### src/rtl/ttt_pkg.sv
// Shared definitions for the tic-tac-toe turn scheduler: FSM states, player
// codes, result codes and board size.
package ttt_pkg;

   typedef enum logic [2:0] {
      ST_WAIT_MOVE = 3'd0,
      ST_ISSUE     = 3'd1,
      ST_SETTLE    = 3'd2,
      ST_CHECK     = 3'd3,
      ST_GAME_OVER = 3'd4
   } state_e;

   localparam logic [1:0] PLAYER_NONE = 2'b00;
   localparam logic [1:0] PLAYER_X    = 2'b01;
   localparam logic [1:0] PLAYER_O    = 2'b10;

   localparam logic [1:0] WIN_NONE = 2'b00;
   localparam logic [1:0] WIN_X    = 2'b01;
   localparam logic [1:0] WIN_O    = 2'b10;
   localparam logic [1:0] WIN_DRAW = 2'b11;

   localparam int NUM_CELLS = 9;

endpackage

### src/rtl/turn_timer.sv
// Per-turn countdown: reloads to TURN_SECONDS, counts down on ticks while
// enabled and flags the tick that takes the count from 1 to 0.
module turn_timer #(
   parameter int TURN_SECONDS = 10
) (
   input  logic       clk,
   input  logic       rst,
   input  logic       load_i,
   input  logic       enable_i,
   input  logic       tick_i,
   output logic [3:0] count_o,
   output logic       expire_o
);

   logic [3:0] count_q;
   logic [3:0] count_d;

   always_comb begin
      count_d = count_q;
      if (load_i) begin
         count_d = 4'(TURN_SECONDS);
      end else if (enable_i && tick_i && (count_q != 4'd0)) begin
         count_d = count_q - 4'd1;
      end
   end

   always_ff @(posedge clk or posedge rst) begin
      if (rst) begin
         count_q <= 4'(TURN_SECONDS);
      end else begin
         count_q <= count_d;
      end
   end

   assign count_o  = count_q;
   assign expire_o = enable_i && tick_i && (count_q == 4'd1);

endmodule

### src/rtl/turn_scheduler.sv
// Tic-tac-toe turn scheduler: accepts or rejects cursor moves, auto-plays the
// lowest free cell on timeout, alternates turns and halts on a game result.
module turn_scheduler
   import ttt_pkg::*;
#(
   parameter int TURN_SECONDS = 10
) (
   input  logic       clk,
   input  logic       rst,
   input  logic       tick_1s,
   input  logic       sel_pulse,
   input  logic [3:0] cursor,
   input  logic [8:0] occupied,
   input  logic [1:0] win_code,
   output logic       play_x,
   output logic       play_o,
   output logic [3:0] move_pos,
   output logic [1:0] turn,
   output logic [3:0] seconds_left,
   output logic       reject,
   output logic       game_over,
   output logic [2:0] state_dbg
);

   // sel_pulse is a one-cycle request with no back-pressure: it is acted on
   // only in WAIT_MOVE, and answered one cycle later by either a single
   // play_x/play_o strobe (with move_pos valid alongside it) or a reject pulse.

   state_e     state_q, state_d;
   logic [1:0] turn_q, turn_d;
   logic [3:0] move_pos_q, move_pos_d;
   logic       play_x_q, play_x_d;
   logic       play_o_q, play_o_d;
   logic       reject_q, reject_d;

   logic       cursor_ok;
   logic       free_found;
   logic [3:0] free_cell;
   logic       timer_load;
   logic       timer_en;
   logic       timer_expire;
   logic [3:0] timer_count;

   always_comb begin
      cursor_ok  = 1'b0;
      free_found = 1'b0;
      free_cell  = 4'd0;
      for (int k = 1; k <= NUM_CELLS; k++) begin
         if ((cursor == 4'(k)) && !occupied[k-1]) cursor_ok = 1'b1;
      end
      // Scan downward so the last hit is the lowest-numbered free cell.
      for (int k = NUM_CELLS; k >= 1; k--) begin
         if (!occupied[k-1]) begin
            free_found = 1'b1;
            free_cell  = 4'(k);
         end
      end
   end

   turn_timer #(
      .TURN_SECONDS(TURN_SECONDS)
   ) u_timer (
      .clk      (clk),
      .rst      (rst),
      .load_i   (timer_load),
      .enable_i (timer_en),
      .tick_i   (tick_1s),
      .count_o  (timer_count),
      .expire_o (timer_expire)
   );

   always_comb begin
      state_d    = state_q;
      turn_d     = turn_q;
      move_pos_d = move_pos_q;
      play_x_d   = 1'b0;
      play_o_d   = 1'b0;
      reject_d   = 1'b0;
      timer_load = 1'b0;
      timer_en   = 1'b0;
      case (state_q)
         ST_WAIT_MOVE: begin
            timer_en = 1'b1;
            reject_d = sel_pulse && !cursor_ok;
            if (sel_pulse && cursor_ok) begin
               state_d    = ST_ISSUE;
               move_pos_d = cursor;
               play_x_d   = (turn_q == PLAYER_X);
               play_o_d   = (turn_q == PLAYER_O);
            end else if (timer_expire) begin
               if (free_found) begin
                  state_d    = ST_ISSUE;
                  move_pos_d = free_cell;
                  play_x_d   = (turn_q == PLAYER_X);
                  play_o_d   = (turn_q == PLAYER_O);
               end else begin
                  state_d = ST_GAME_OVER;
                  turn_d  = PLAYER_NONE;
               end
            end
         end
         ST_ISSUE:  state_d = ST_SETTLE;
         ST_SETTLE: state_d = ST_CHECK;
         ST_CHECK: begin
            if (win_code != WIN_NONE) begin
               state_d = ST_GAME_OVER;
               turn_d  = PLAYER_NONE;
            end else begin
               state_d    = ST_WAIT_MOVE;
               turn_d     = (turn_q == PLAYER_X) ? PLAYER_O : PLAYER_X;
               timer_load = 1'b1;
            end
         end
         ST_GAME_OVER: state_d = ST_GAME_OVER;
         default:      state_d = ST_WAIT_MOVE;
      endcase
   end

   always_ff @(posedge clk or posedge rst) begin
      if (rst) begin
         state_q    <= ST_WAIT_MOVE;
         turn_q     <= PLAYER_X;
         move_pos_q <= 4'd0;
         play_x_q   <= 1'b0;
         play_o_q   <= 1'b0;
         reject_q   <= 1'b0;
      end else begin
         state_q    <= state_d;
         turn_q     <= turn_d;
         move_pos_q <= move_pos_d;
         play_x_q   <= play_x_d;
         play_o_q   <= play_o_d;
         reject_q   <= reject_d;
      end
   end

   assign play_x       = play_x_q;
   assign play_o       = play_o_q;
   assign move_pos     = move_pos_q;
   assign reject       = reject_q;
   assign turn         = turn_q;
   assign game_over    = (state_q == ST_GAME_OVER);
   assign seconds_left = (state_q == ST_GAME_OVER) ? 4'd0 : timer_count;
   assign state_dbg    = state_q;

endmodule

### config.mk
export PLATFORM = sky130hd
export DESIGN_NAME = turn_scheduler
export DESIGN_NICKNAME = d
export VERILOG_FILES = /design/src/rtl/ttt_pkg.sv /design/src/rtl/turn_timer.sv /design/src/rtl/turn_scheduler.sv
export SDC_FILE = /design/constraint.sdc
export NUM_CORES = 1
export LEC_CHECK = 0
export CAP_MARGIN = 5
export CORE_ASPECT_RATIO = 0.8
export CORE_MARGIN = 5
export CORE_UTILIZATION = 40
export CTS_CLUSTER_DIAMETER = 150
export CTS_CLUSTER_SIZE = 10
export DETAILED_ROUTE_END_ITERATION = 8
export DONT_BUFFER_PORTS = 1
export GPL_TIMING_DRIVEN = 0
export SETUP_SLACK_MARGIN = 0.3
export SYNTH_ARGS = -nofsm -noshare
export SYNTH_HDL_FRONTEND = slang
export SYNTH_SLANG_ARGS = --single-unit
### constraint.sdc
create_clock -name clk -period 3.1 [get_ports clk]
set_input_delay 0.93 -clock clk [delete_from_list [all_inputs] [get_ports clk]]
set_output_delay 0.93 -clock clk [all_outputs]
set_load 0.05 [all_outputs]
== Word level (Yosys, flattened, before mapping) ==
Index checks and enable logic that the tools add are counted.
Storage, ports and cells
  bits in registers: 16
  bits in latches: 0
  RAM bits: 0
  memory bits (read-only): 0
  input bits: 19
  output and inout bits: 17
  word-level logic and storage cells: 117
  memories: 0
Cells by class
  $add $sub $neg: 1
  multipliers: 0
  divide/modulo/power cells: 0
  magnitude comparators: 0
  eq/ne operators: 20
  shifts and indexed selects: 0
  muxes and demuxes: 56
  bitwise operators: 0
  reduce and logical (&&, ||, !) cells: 33
Operator list (number)
  4-bit two-way mux: 15
  1-bit two-way mux: 30
  4-bit by 3-bit == test with 1-bit output (second input constant): 4
  3-bit one-hot mux with 5 select lines: 1
  1-bit logical AND: 14
  3-bit two-way mux: 4
  1-bit logical NOT: 10
  2-bit two-way mux: 5
  2-bit nonzero test: 5
  4-bit by 1-bit == test with 1-bit output (second input constant): 2
  4-bit by 2-bit == test with 1-bit output (second input constant): 2
  4-bit == test (second input constant): 2
  3-bit by 2-bit == test with 1-bit output (second input constant): 2
  2-bit inequality test (second input constant): 3
  2-bit one-hot mux with 2 select lines: 1
  4-bit AND reduction: 1
  4-bit nonzero test: 1
  4-bit by 1-bit subtractor with 4-bit output (second input constant): 1
  3-bit by 1-bit == test with 1-bit output (second input constant): 1
  3-bit == test (second input constant): 1
  3-bit logical NOT: 1
  3-bit inequality test (second input constant): 1
  3-bit AND reduction: 1
  2-bit by 1-bit == test with 1-bit output (second input constant): 1
  2-bit == test (second input constant): 1

== Depth between registers and ports, before layout ==
Gate-level depths: netlist (run 1).
  depth after elaboration: 14
  mapped depth: 7
  gate-level depth less buffers: 7

== Hierarchy ==
From an unflattened synthesis (run 1), not the netlist that was laid out.
Second synthesis, totals
  cells, all modules: 117
  area total of the unflattened synthesis: 1088.5 um^2
Modules (own cells, without submodules)
  turn_scheduler: times used 1, cells each 90, area an instance 837.1 um^2, seq. area each 301.5 um^2
  turn_timer: times used 1, cells each 27, area an instance 251.5 um^2, seq. area each 102.6 um^2

== Least setup slack after synthesis (run 1) ==
No wires, ideal clock.
  path type: register to output
  from: register state_q[0] (netlist: state_dbg[0])
  to: output seconds_left[2]
  arrival time: 2.146 ns
  required time: 2.170 ns
  path slack: 0.024 ns
  cell stages (with the launch flop): 5
  path buffers: 1
  cells stage by stage: dfrtp_1 > nor2_1 > and2_1 > clkbuf_1 > nor2b_1
Between the ends
  word-level cells in the longest chain between the ends: 2
RTL lines
  start: declaration: RTL line turn_scheduler.sv:29  | state_e state_q, state_d;
  start signal: assignment: RTL line turn_scheduler.sv:128  | state_q <= state_d;
  3-bit == test
  net game_over: RTL line turn_scheduler.sv:21  | output logic game_over,
  4-bit two-way mux: RTL line turn_scheduler.sv:143  | assign seconds_left = (state_q == ST_GAME_OVER) ? 4'd0 : timer_count;
  end: declaration: RTL line turn_scheduler.sv:19  | output logic [3:0] seconds_left,
The timed path passes the listed nets, and every way through them passes these cells.

== Worst setup path after layout (run 1) ==
  from: register state_q[2] (netlist: state_dbg[2])
  to: output seconds_left[3]
The elaborated chain is that of the path after synthesis.

==> results of run 1 <==
-- cell usage in the layout, fill, tap and decap left out, types with 2 or more instances in the layout --
cell type,n
nand2_1,13
nor4_1,5
clkbuf_4,4
nor2b_4,2
nor2_4,2
dfrtp_1,10
a221oi_1,2
inv_1,13
a21oi_1,2
nand4_1,3
ha_1,2
a211oi_1,3
mux2i_1,2
buf_6,2
dfstp_2,3
xnor2_1,4
o21ai_0,3
nand3_1,6
dfrtp_2,3
nor3_1,4
or2b_1,2
a221o_1,3
nor2_1,12
-- path summary, 6_finish.rpt --
check,start,to,depth (start not counted)
worst max register to register,u_timer.count_o[1],move_pos[1],6
worst min-delay path,u_timer.count_o[1],u_timer.count_o[1],2
min in group asynchronous,rst,play_o,1
max in group asynchronous,rst,state_dbg[0],1
worst max-delay path,state_dbg[2],seconds_left[3],4
worst min register to register,u_timer.count_o[1],u_timer.count_o[1],2
-- power groups by stage --
stage	Sequential [uW]	Clock, uW	Combinational [uW]
CTS	586	140	469
detailed placement	585	0	442
finish	584	137	470
floorplan	562	0	390
global placement	583	0	438
global route	602	153	512
-- cells in the mapped netlist, types with 3 or more instances --
cell / n
nand4_1: 3
inv_1: 13
nor2_1: 14
xnor2_1: 4
dfstp_2: 3
nand2_1: 13
a211oi_1: 3
nor2b_1: 3
o21ai_0: 3
a221o_1: 3
nand3_1: 6
nor4_1: 5
nor3_1: 4
dfrtp_1: 13
-- cell type report --
type / instances / area [sq um] / share of cell area
buffer: 4 / 35.0 / 0.0297
clock buffer: 4 / 36.3 / 0.0308
inverter: 13 / 48.8 / 0.0414
multi-input combinational: 88 / 607 / 0.514
sequential: 16 / 408 / 0.346
tap: 36 / 45.0 / 0.0382
-- tightest hold or removal path: cells and delay by family (launching register included) --
kind / cells / cell delay, ns
AO/OA/AOI/OAI: 1 / 0.09
flip-flops: 1 / 0.39
AND/OR/NAND/NOR: 1 / 0.05
-- timing repair --
action,in CTS,in global routing
gates resized for setup,8,2
endpoints found under the setup margin,4,4
hold endpoints to repair,0,0
-- per-layer routing --
metal,up-vias,part of all wire,wire length (um),track usage
li1,445,-,-,-
met1,408,0.48,1150,0.183
met2,16,0.46,1110,0.207
met3,2,0.060,144,0.0606
met4,0,0.0042,10,0.0173
met5,-,0,0,0
-- state kept, by name, indices dropped and copies added (netlist names) --
name             cells
move_pos             4
play_o               1
play_x               1
reject               1
state_dbg            3
turn                 2
u_timer.count_o      4
-- stage by stage --
| step | setup slack (ns) | instances |
|---|---|---|
| global route | 0.315 | 161 |
| floorplan | 0.373 | 121 |
| global placement | 0.272 | 157 |
| CTS | 0.333 | 161 |
| detailed placement | 0.258 | 157 |
| finish | 0.393 | 161 |
-- logic make-up (layout without fill, tap and decap cells) --
group	count (synthesis)	in the layout	share of synthesized area
AND/OR/NAND/NOR	55	55	0.260
AO/OA/AOI/OAI	24	24	0.195
buffers and inverters	17	21	0.0744
flip-flops	16	16	0.381
XOR/XNOR	4	4	0.0331
multiplexers	3	3	0.0331
adder cells (fa/ha/maj)	2	2	0.0236
==> summary.md, run 1 <==
| Metric | Value |
|---|---|
| Final #Nets | 147 |
| Hold Buf Count CTS | 0 |
| Routability cong. | 0.760 |
| Final Hold Vio Count | 0 |
| Slew @ Worst Pin | 0.832 ns |
| Relative slew slack | 0.441 |
| Cell area after layout | 0.00118 sq mm |
| Crit Path Category | reg2out |
| Pleak | 0.000487 uW |
| Post-CTS setup buffers | 0 |
| Syn_nets | 142 |
| Die H | 56.0 um |
| DP HPWL | 1920 um |
| Combinational Power Share | 0.394 |
| F_max | 369 MHz |
| DR iter-0 viols | 30 |
| Initial Utilization | 0.427 |
| Peak VDD IR | 0.507 mV |
| CTS tree | done |
| Largest net degree at the start of global routing | 17 |
| Drt drc | 0 |
| Rows | 16 |
| Share of cells above drive strength 1 | 0.184 |
| Post-synth ARST share | 1.00 |
| Area of placed instances | 0.00112 sq mm |
| Synth Flop Type | dfrtp_1 |
| Vias/cell | 5.41 |
| Minimum hold slack | 0.531 ns |
| Synth top area cells | dfrtp_1, dfstp_2, nor2_1 |
| Initial antenna violation count | 0 |
| Power Density | 1010 mW/mm^2 |
| Pins Over Slew Limit | 0 |
| Synth-to-Final Area Change | 11.3% |
| Critical Path AT | 1.78 ns |
| Slowest CP cell | dfrtp_2 |
| Synth top area share | 0.307 |
| First-pass GRT wire length | 3930 um |
| Netlist Area Pre-Place | 0.00106 sq mm |
| Core ar. | 0.00248 sq mm |
| Status | complete, no violations |
| Worst-path cell chain | clkbuf_2 > and2_1 > clkbuf_4 > nor2b_4 |
| Worst-path clk slew | 0.09 ns |
| CTS max path bufs | 2 |
| Filler cells | 252 |
| WL final | 2410 um |
| Worst R2R Setup Slack | 1.01 ns |
| Worst setup EP type | output pin |
| Total power after layout | 1190 uW |
| IO buf count | 0 |
| Clock sink count | 16 |
| Min-delay worst type | reg2reg |
| Internal Power | 542 uW |
| Worst Clk Skew | 0.00147 ns |
| Setup violators final | 0 |
| Post-synth EDFFs | 0 |
| Root buffer cell | clkbuf_4 |
| Largest area contributor in the netlist | dfrtp_1 |
| Vias in the first global route | 808 |
| DRT Pass-1 Iters | 4 |
| Switch share | 0.545 |
| Max-cap violations | 0 |
| Max stage delay on crit path | 0.52 ns |
| Setup crit start kind | flop |
| Inserted Clock Buffers | 3 |
| Remaining Overflow, GRT | 0 |
| Final period utilization | 0.873 |
| Switching power | 649 uW |
| Later-pin clock latency in the skew report | 0.28 ns |
| Drt wl/cell | 15.0 um |
| Routed Antenna Nets | 0 |
| Top Family by Delay on Critical Path | flip-flops |
| Synth Instances | 121 |
| H-Tree Depth | 1 |
| Die Area | 0.00379 sq mm |
| Sequential share of power | 0.490 |
| Buffers and inverters on the worst path | 2 |
| Clock power share | 0.115 |
| Horiz. Die Dim | 67.5 um |
| Syn_area_per_cell | 8.76 sq um |
| I/O pin count | 36 |
| Final min period | 2.71 ns |
| Synth Register Bits | 16 |
| Via count | 871 |
| Final Core Density | 0.475 |
| Total track usage | 0.137 |
| CP Data Required Time | 2.17 ns |
| Post-synthesis sequential area ratio | 0.381 |
| Fin Setup TNS | 0 ns |
| Worst-path maximum fanout | 8 |
| Synthesis Warnings | 0 |
| Ant diodes | 0 |
| Synth cell types | 38 |
| Unrepaired setup endpoints after global routing | false |
(Power assumes the default switching activity.)
==> run 2, diff against run 1 <==
- CORE_MARGIN: 5 -> 8
==> run 2 against run 1 <==
Sequential power hardly changed. Clock skew is 0.0051 ns higher. Sequential share of layout area stayed put. Global-route usage is 1.8 points lower. First-iteration DRC count is 60% higher. Count of clock-buffer cells in the layout stayed put. Design area stayed put. Worst setup slack worse by 0.022 ns. Combinational power hardly changed. Critical path type unchanged.
==> summary.md, run 2 (synthesized netlist as in run 1, its figures left out) <==
| Metric | Value |
|---|---|
| Total track usage | 0.119 |
| Status | complete, no violations |
| Final period utilization | 0.880 |
| Die H | 62.0 um |
| Drt wl/cell | 15.6 um |
| First-pass GRT wire length | 4110 um |
| Worst-path clk slew | 0.10 ns |
| Worst setup EP type | output pin |
| Rows | 16 |
| Place WS | 0.245 ns |
| Max stage delay on crit path | 0.59 ns |
| Final min period | 2.73 ns |
| Top Family by Delay on Critical Path | simple AND/OR/NAND/NOR gates |
| Vias in the first global route | 850 |
| Worst Clk Skew | 0.00656 ns |
| Setup violators final | 0 |
| Buffers and inverters on the worst path | 1 |
| Slowest CP cell | dfrtp_2 |
| Horiz. Die Dim | 73.5 um |
| Remaining Overflow, GRT | 0 |
| Reg-to-Reg Start | u_timer.count_o[1] |
| Largest net degree at the start of global routing | 17 |
| Routed Antenna Nets | 0 |
| Final worst setup slack | 0.371 ns |
| CTS max path bufs | 2 |
| Crit path from | state_dbg[0] |
| H-Tree Depth | 1 |
| Critical Path Stages | 4 |
| Vias/cell | 5.45 |
| Max-cap violations | 0 |
| Drt drc | 0 |
| Share of cells above drive strength 1 | 0.184 |
| Unrepaired setup endpoints after global routing | false |
| Clock sink count | 16 |
| Fin Setup TNS | 0 ns |
| DR iter-0 viols | 48 |
| Via count | 878 |
| Most frequent cells in the layout | inv_1, nand2_1, nor2_1 |
| F_max | 367 MHz |
| IO buf count | 0 |
| Filler cells | 257 |
| Worst R2R Setup Slack | 0.98 ns |
| I/O pin count | 36 |
| Inserted Clock Buffers | 3 |
| R2R cell count | 6 |
| DRT Pass-1 Iters | 4 |
| Routability cong. | 0.788 |
| Relative slew slack | 0.425 |
| Worst r2r dst | move_pos[1] |
| Pins Over Slew Limit | 0 |
| Die Area | 0.00456 sq mm |
| Worst-path maximum fanout | 6 |
| Post-CTS setup buffers | 0 |
| Core ar. | 0.00248 sq mm |
| CP Data Required Time | 2.17 ns |
| Initial Utilization | 0.427 |
| Slew @ Worst Pin | 0.855 ns |
| Final Hold Vio Count | 0 |
| Setup crit start kind | flop |
| Critical Path AT | 1.80 ns |
| WL final | 2510 um |
| Crit Path Category | reg2out |
| Synth-to-Final Area Change | 11.3% |
| Ant diodes | 0 |
| Worst-path cell chain | nor2_1 > and2_1 > clkbuf_4 > nor2b_4 |
| CTS tree | done |
| Root buffer cell | clkbuf_4 |
| Later-pin clock latency in the skew report | 0.29 ns |
| Peak VDD IR | 0.590 mV |
| Final #Nets | 147 |
| Power Density | 1010 mW/mm^2 |
| Initial antenna violation count | 0 |
| Pleak | 0.000487 uW |
| Min-delay worst type | reg2reg |
| DP HPWL | 2050 um |
| Worst Setup EP | seconds_left[3] |
-- run 2: changes by cell type in the layout (fill, tap and decap cells not counted) --
cell,previous run,this run
buf_2,0,1
clkbuf_2,1,0
-- run 2: through the flow --
stage / total power, uW / utilization / hold slack (ns) / cell area [sq um] / cells
global placement: 1020 / 0.450 / 0.506 / 1120 / 157
finish: 1190 / 0.475 / 0.533 / 1180 / 161
global route: 1270 / 0.475 / 0.552 / 1180 / 161
CTS: 1210 / 0.475 / 0.532 / 1180 / 161
floorplan: 952 / - / 0.489 / 1070 / 121
detailed placement: 1030 / 0.450 / 0.516 / 1120 / 157
-- run 2: cell type report --
cell class | count | area (sq um) | area share
Sequential cell | 16 | 408 | 0.346
Multi-Input combinational cell | 88 | 607 | 0.514
Buffer | 4 | 35.0 | 0.0297
Tap cell | 36 | 45.0 | 0.0382
Clock buffer | 4 | 36.3 | 0.0308
Inverter | 13 | 48.8 | 0.0414
-- run 2: how the worst min path moves through the flow --
stage,slack [ns],startpoint,end,cells past startpoint
after floorplan,0.49,u_timer.count_o[1],u_timer.count_o[1],2
after global placement,0.51,u_timer.count_o[1],u_timer.count_o[1],2
after detailed placement,0.52,u_timer.count_o[1],u_timer.count_o[1],2
after CTS,0.53,u_timer.count_o[1],u_timer.count_o[1],2
after global routing,0.55,u_timer.count_o[1],u_timer.count_o[1],2
final,0.53,u_timer.count_o[1],u_timer.count_o[1],2
-- run 2: report_power, final --
| part | switching, uW | total [uW] | leakage, uW | internal, uW |
|---|---|---|---|---|
| sequential | 279 | 585 | 0.000192 | 306 |
| clock | 68.0 | 140 | 0.0000210 | 71.6 |
| combinational | 305 | 470 | 0.000274 | 165 |
| total | 652 | 1190 | 0.000487 | 542 |
-- run 2: routing by layer --
layer | vias to the layer above | share of wire | wire [um] | global-route usage
li1 | 446 | - | - | -
met1 | 402 | 0.44 | 1110 | 0.147
met2 | 28 | 0.46 | 1150 | 0.178
met3 | 2 | 0.094 | 235 | 0.0609
met4 | 0 | 0.0032 | 8 | 0.0283
met5 | - | 0 | 0 | 0
-- run 2: worst reg2reg max path, delay by kind of cell, from the launching register on --
| kind | cells | cell delay, ns |
|---|---|---|
| flops | 1 | 0.39 |
| fa+ha+maj | 1 | 0.17 |
| compound gates | 2 | 0.63 |
| buf+inv | 1 | 0.13 |
| simple gates | 2 | 0.69 |
-- run 2: what timing repair did --
| action | 4_1_cts | 5_1_grt |
|---|---|---|
| gates resized for setup | 8 | 3 |
| hold buffers | 0 | 0 |
| pin swaps | 0 | 0 |
| endpoints found under the setup margin | 4 | 4 |
==> run 3, diff against run 2 <==
- ABC_AREA: unset -> 1
==> run 3 against run 2 <==
Via count increased by 12%. Clock power hardly changed. First-iteration DRC count down 35%. Largest cell class unchanged. Critical path depth is 1 lower. Routed wire length is 3.3% higher. Core utilization down 2.2 points.
==> summary.md, run 3 <==
| Metric | Value |
|---|---|
| Fin Setup TNS | 0 ns |
| Final period utilization | 0.913 |
| Synth top cells by count | nand2_1, inv_1, nor2_1, dfrtp_1 |
| Minimum hold slack | 0.560 ns |
| Post-CTS setup buffers | 0 |
| WL final | 2590 um |
| Root buffer cell | clkbuf_4 |
| Pleak | 0.000646 uW |
| CP Data Required Time | 2.17 ns |
| CTS max path bufs | 2 |
| Place WS | 0.310 ns |
| Vias/cell | 4.87 |
| F_max | 353 MHz |
| Largest net degree at the start of global routing | 17 |
| Ant diodes | 0 |
| Synth Instances | 160 |
| Synth Register Bits | 16 |
| Synth Flop Type | dfrtp_1 |
| Relative slew slack | 0.357 |
| Final Core Density | 0.454 |
| Synth-to-Final Area Change | 11.9% |
| Most frequent cells in the layout | nand2_1, inv_1, nor2_1 |
| Final min period | 2.83 ns |
| Final worst setup slack | 0.270 ns |
| Min-delay worst type | reg2reg |
| Via count | 983 |
| CTS tree | done |
| Initial Utilization | 0.406 |
| Syn_area_per_cell | 6.80 sq um |
| Final #Nets | 186 |
| Worst-path clk slew | 0.10 ns |
| Worst setup EP type | output pin |
| Post-synth EDFFs | 0 |
| Synthesis Warnings | 0 |
| Vias in the first global route | 1013 |
| Later-pin clock latency in the skew report | 0.29 ns |
| Final Hold Vio Count | 0 |
| Worst R2R Setup Slack | 1.16 ns |
| Max-cap violations | 0 |
| Critical Path AT | 1.90 ns |
| Worst-path maximum fanout | 6 |
| Clock sink count | 16 |
| Synth top area cells | dfrtp_1, nand2_1, inv_1 |
| Drt drc | 0 |
| IO buf count | 0 |
| Die Area | 0.00465 sq mm |
| DP HPWL | 2120 um |
| Total track usage | 0.126 |
| Pins Over Slew Limit | 0 |
| Switching power | 652 uW |
| DRT Pass-1 Iters | 4 |
| Netlist Area Pre-Place | 0.00109 sq mm |
| Largest area contributor in the netlist | dfrtp_1 |
| Hold Startpoint | u_timer.count_o[3] |
| First-pass GRT wire length | 4590 um |
| Post-synth ARST share | 1.00 |
| Commonest non-fill, non-tap cell in the layout | nand2_1 |
| Crit path from | state_dbg[2] |
| Filler cells | 299 |
| I/O pin count | 36 |
| Hold Buf Count CTS | 0 |
| H-Tree Depth | 1 |
| Synth cell types | 25 |
| Crit Path Category | reg2out |
| Drt wl/cell | 12.8 um |
| R2R cell count | 7 |
| Inserted Clock Buffers | 3 |
| Power Density | 947 mW/mm^2 |
| Initial antenna violation count | 0 |
| Clock power share | 0.121 |
| Syn_nets | 181 |
| Worst r2r dst | u_timer.count_o[2] |
| Unrepaired setup endpoints after global routing | true |
| Horiz. Die Dim | 74.3 um |
| Most common cell in the netlist | nand2_1 |
| Routability cong. | 0.832 |
| Worst Clk Skew | 0.00946 ns |
| Slew @ Worst Pin | 0.962 ns |
| Synth top area share | 0.299 |
| Setup crit start kind | flop |
| Status | complete, no violations |
| Die H | 62.6 um |
| Switch share | 0.567 |
| Combinational Power Share | 0.403 |
| DR iter-0 viols | 31 |
| Internal Power | 499 uW |
| Share of cells above drive strength 1 | 0.183 |
| Peak VDD IR | 0.465 mV |
| Rows | 17 |
| Sequential share of power | 0.476 |
| Reg-to-Reg Start | u_timer.count_o[0] |
| Worst Setup EP | seconds_left[1] |
| Routed Antenna Nets | 0 |
| Setup violators final | 0 |
| Post-synthesis sequential area ratio | 0.372 |
| Core ar. | 0.00268 sq mm |
| Remaining Overflow, GRT | 0 |
## run 3: changes by cell type after synthesis, sizes merged, moves of 4 or more
cell / previous run / this run
xnor2: 4 / 0
o21ai: 3 / 11
inv: 13 / 32
nor4: 5 / 1
a21oi: 2 / 6
nand2: 13 / 48
nand3: 6 / 12
nor2: 14 / 18
## run 3: how the worst min path moves through the flow
stage	to	slack [ns]	cells past startpoint
floorplan	u_timer.count_o[3]	0.49	2
global placement	u_timer.count_o[3]	0.51	2
detailed placement	u_timer.count_o[3]	0.53	2
CTS	u_timer.count_o[3]	0.54	2
global route	u_timer.count_o[3]	0.59	2
finish	u_timer.count_o[3]	0.56	2
## run 3: layout make-up
class	instances	area [sq um]	area share
sequential	16	408	0.335
clock buffer	4	36.3	0.0298
multi-input combinational	111	591	0.486
buffer	1	11.3	0.00926
inverter	32	123	0.101
tap	38	47.5	0.0391
## run 3: power by group through the flow
| stage | Sequential, uW | Clock, uW | Combinational, uW |
|---|---|---|---|
| finish | 549 | 139 | 463 |
| CTS | 551 | 148 | 461 |
| global placement | 548 | 0 | 415 |
| floorplan | 529 | 0 | 369 |
| global route | 566 | 158 | 523 |
| detailed placement | 550 | 0 | 428 |
## run 3: through the flow
step	power [uW]	cell area (sq um)	std cells
6_report	1150	1220	202
5_1_grt	1250	1220	202
4_1_cts	1160	1220	202
3_5_place_dp	978	1150	198
3_3_place_gp	963	1150	198
2_1_floorplan	898	1100	160
## run 3: kinds of logic after synthesis
kind of cell               after synthesis  synth area share
AOI/OAI and AO/OA                       20             0.101
adders and majority gates                2            0.0230
and+or+nand+nor                         89             0.381
buffers and inverters                   33             0.123
DFF                                     16             0.372
## run 3: what timing repair did
action / in CTS / in global routing
endpoints found under the setup margin: 4 / 4
pin swaps: 4 / 4
hold endpoints to repair: 0 / 0
resized for setup: 12 / 0
## run 3: metal layers
| metal | up-vias | track usage | share of wire |
|---|---|---|---|
| met5 | - | 0 | 0 |
| met4 | 0 | 0.0463 | 0.020 |
| met3 | 7 | 0.0737 | 0.10 |
| met2 | 22 | 0.188 | 0.43 |
| met1 | 444 | 0.143 | 0.45 |
| li1 | 510 | - | - |
## run 3: critical path: stages, from the launching register on
cell	delay (ns)
dfrtp_2	0.56
inv_2	0.10
nor3_4	0.74
nor2_4	0.19
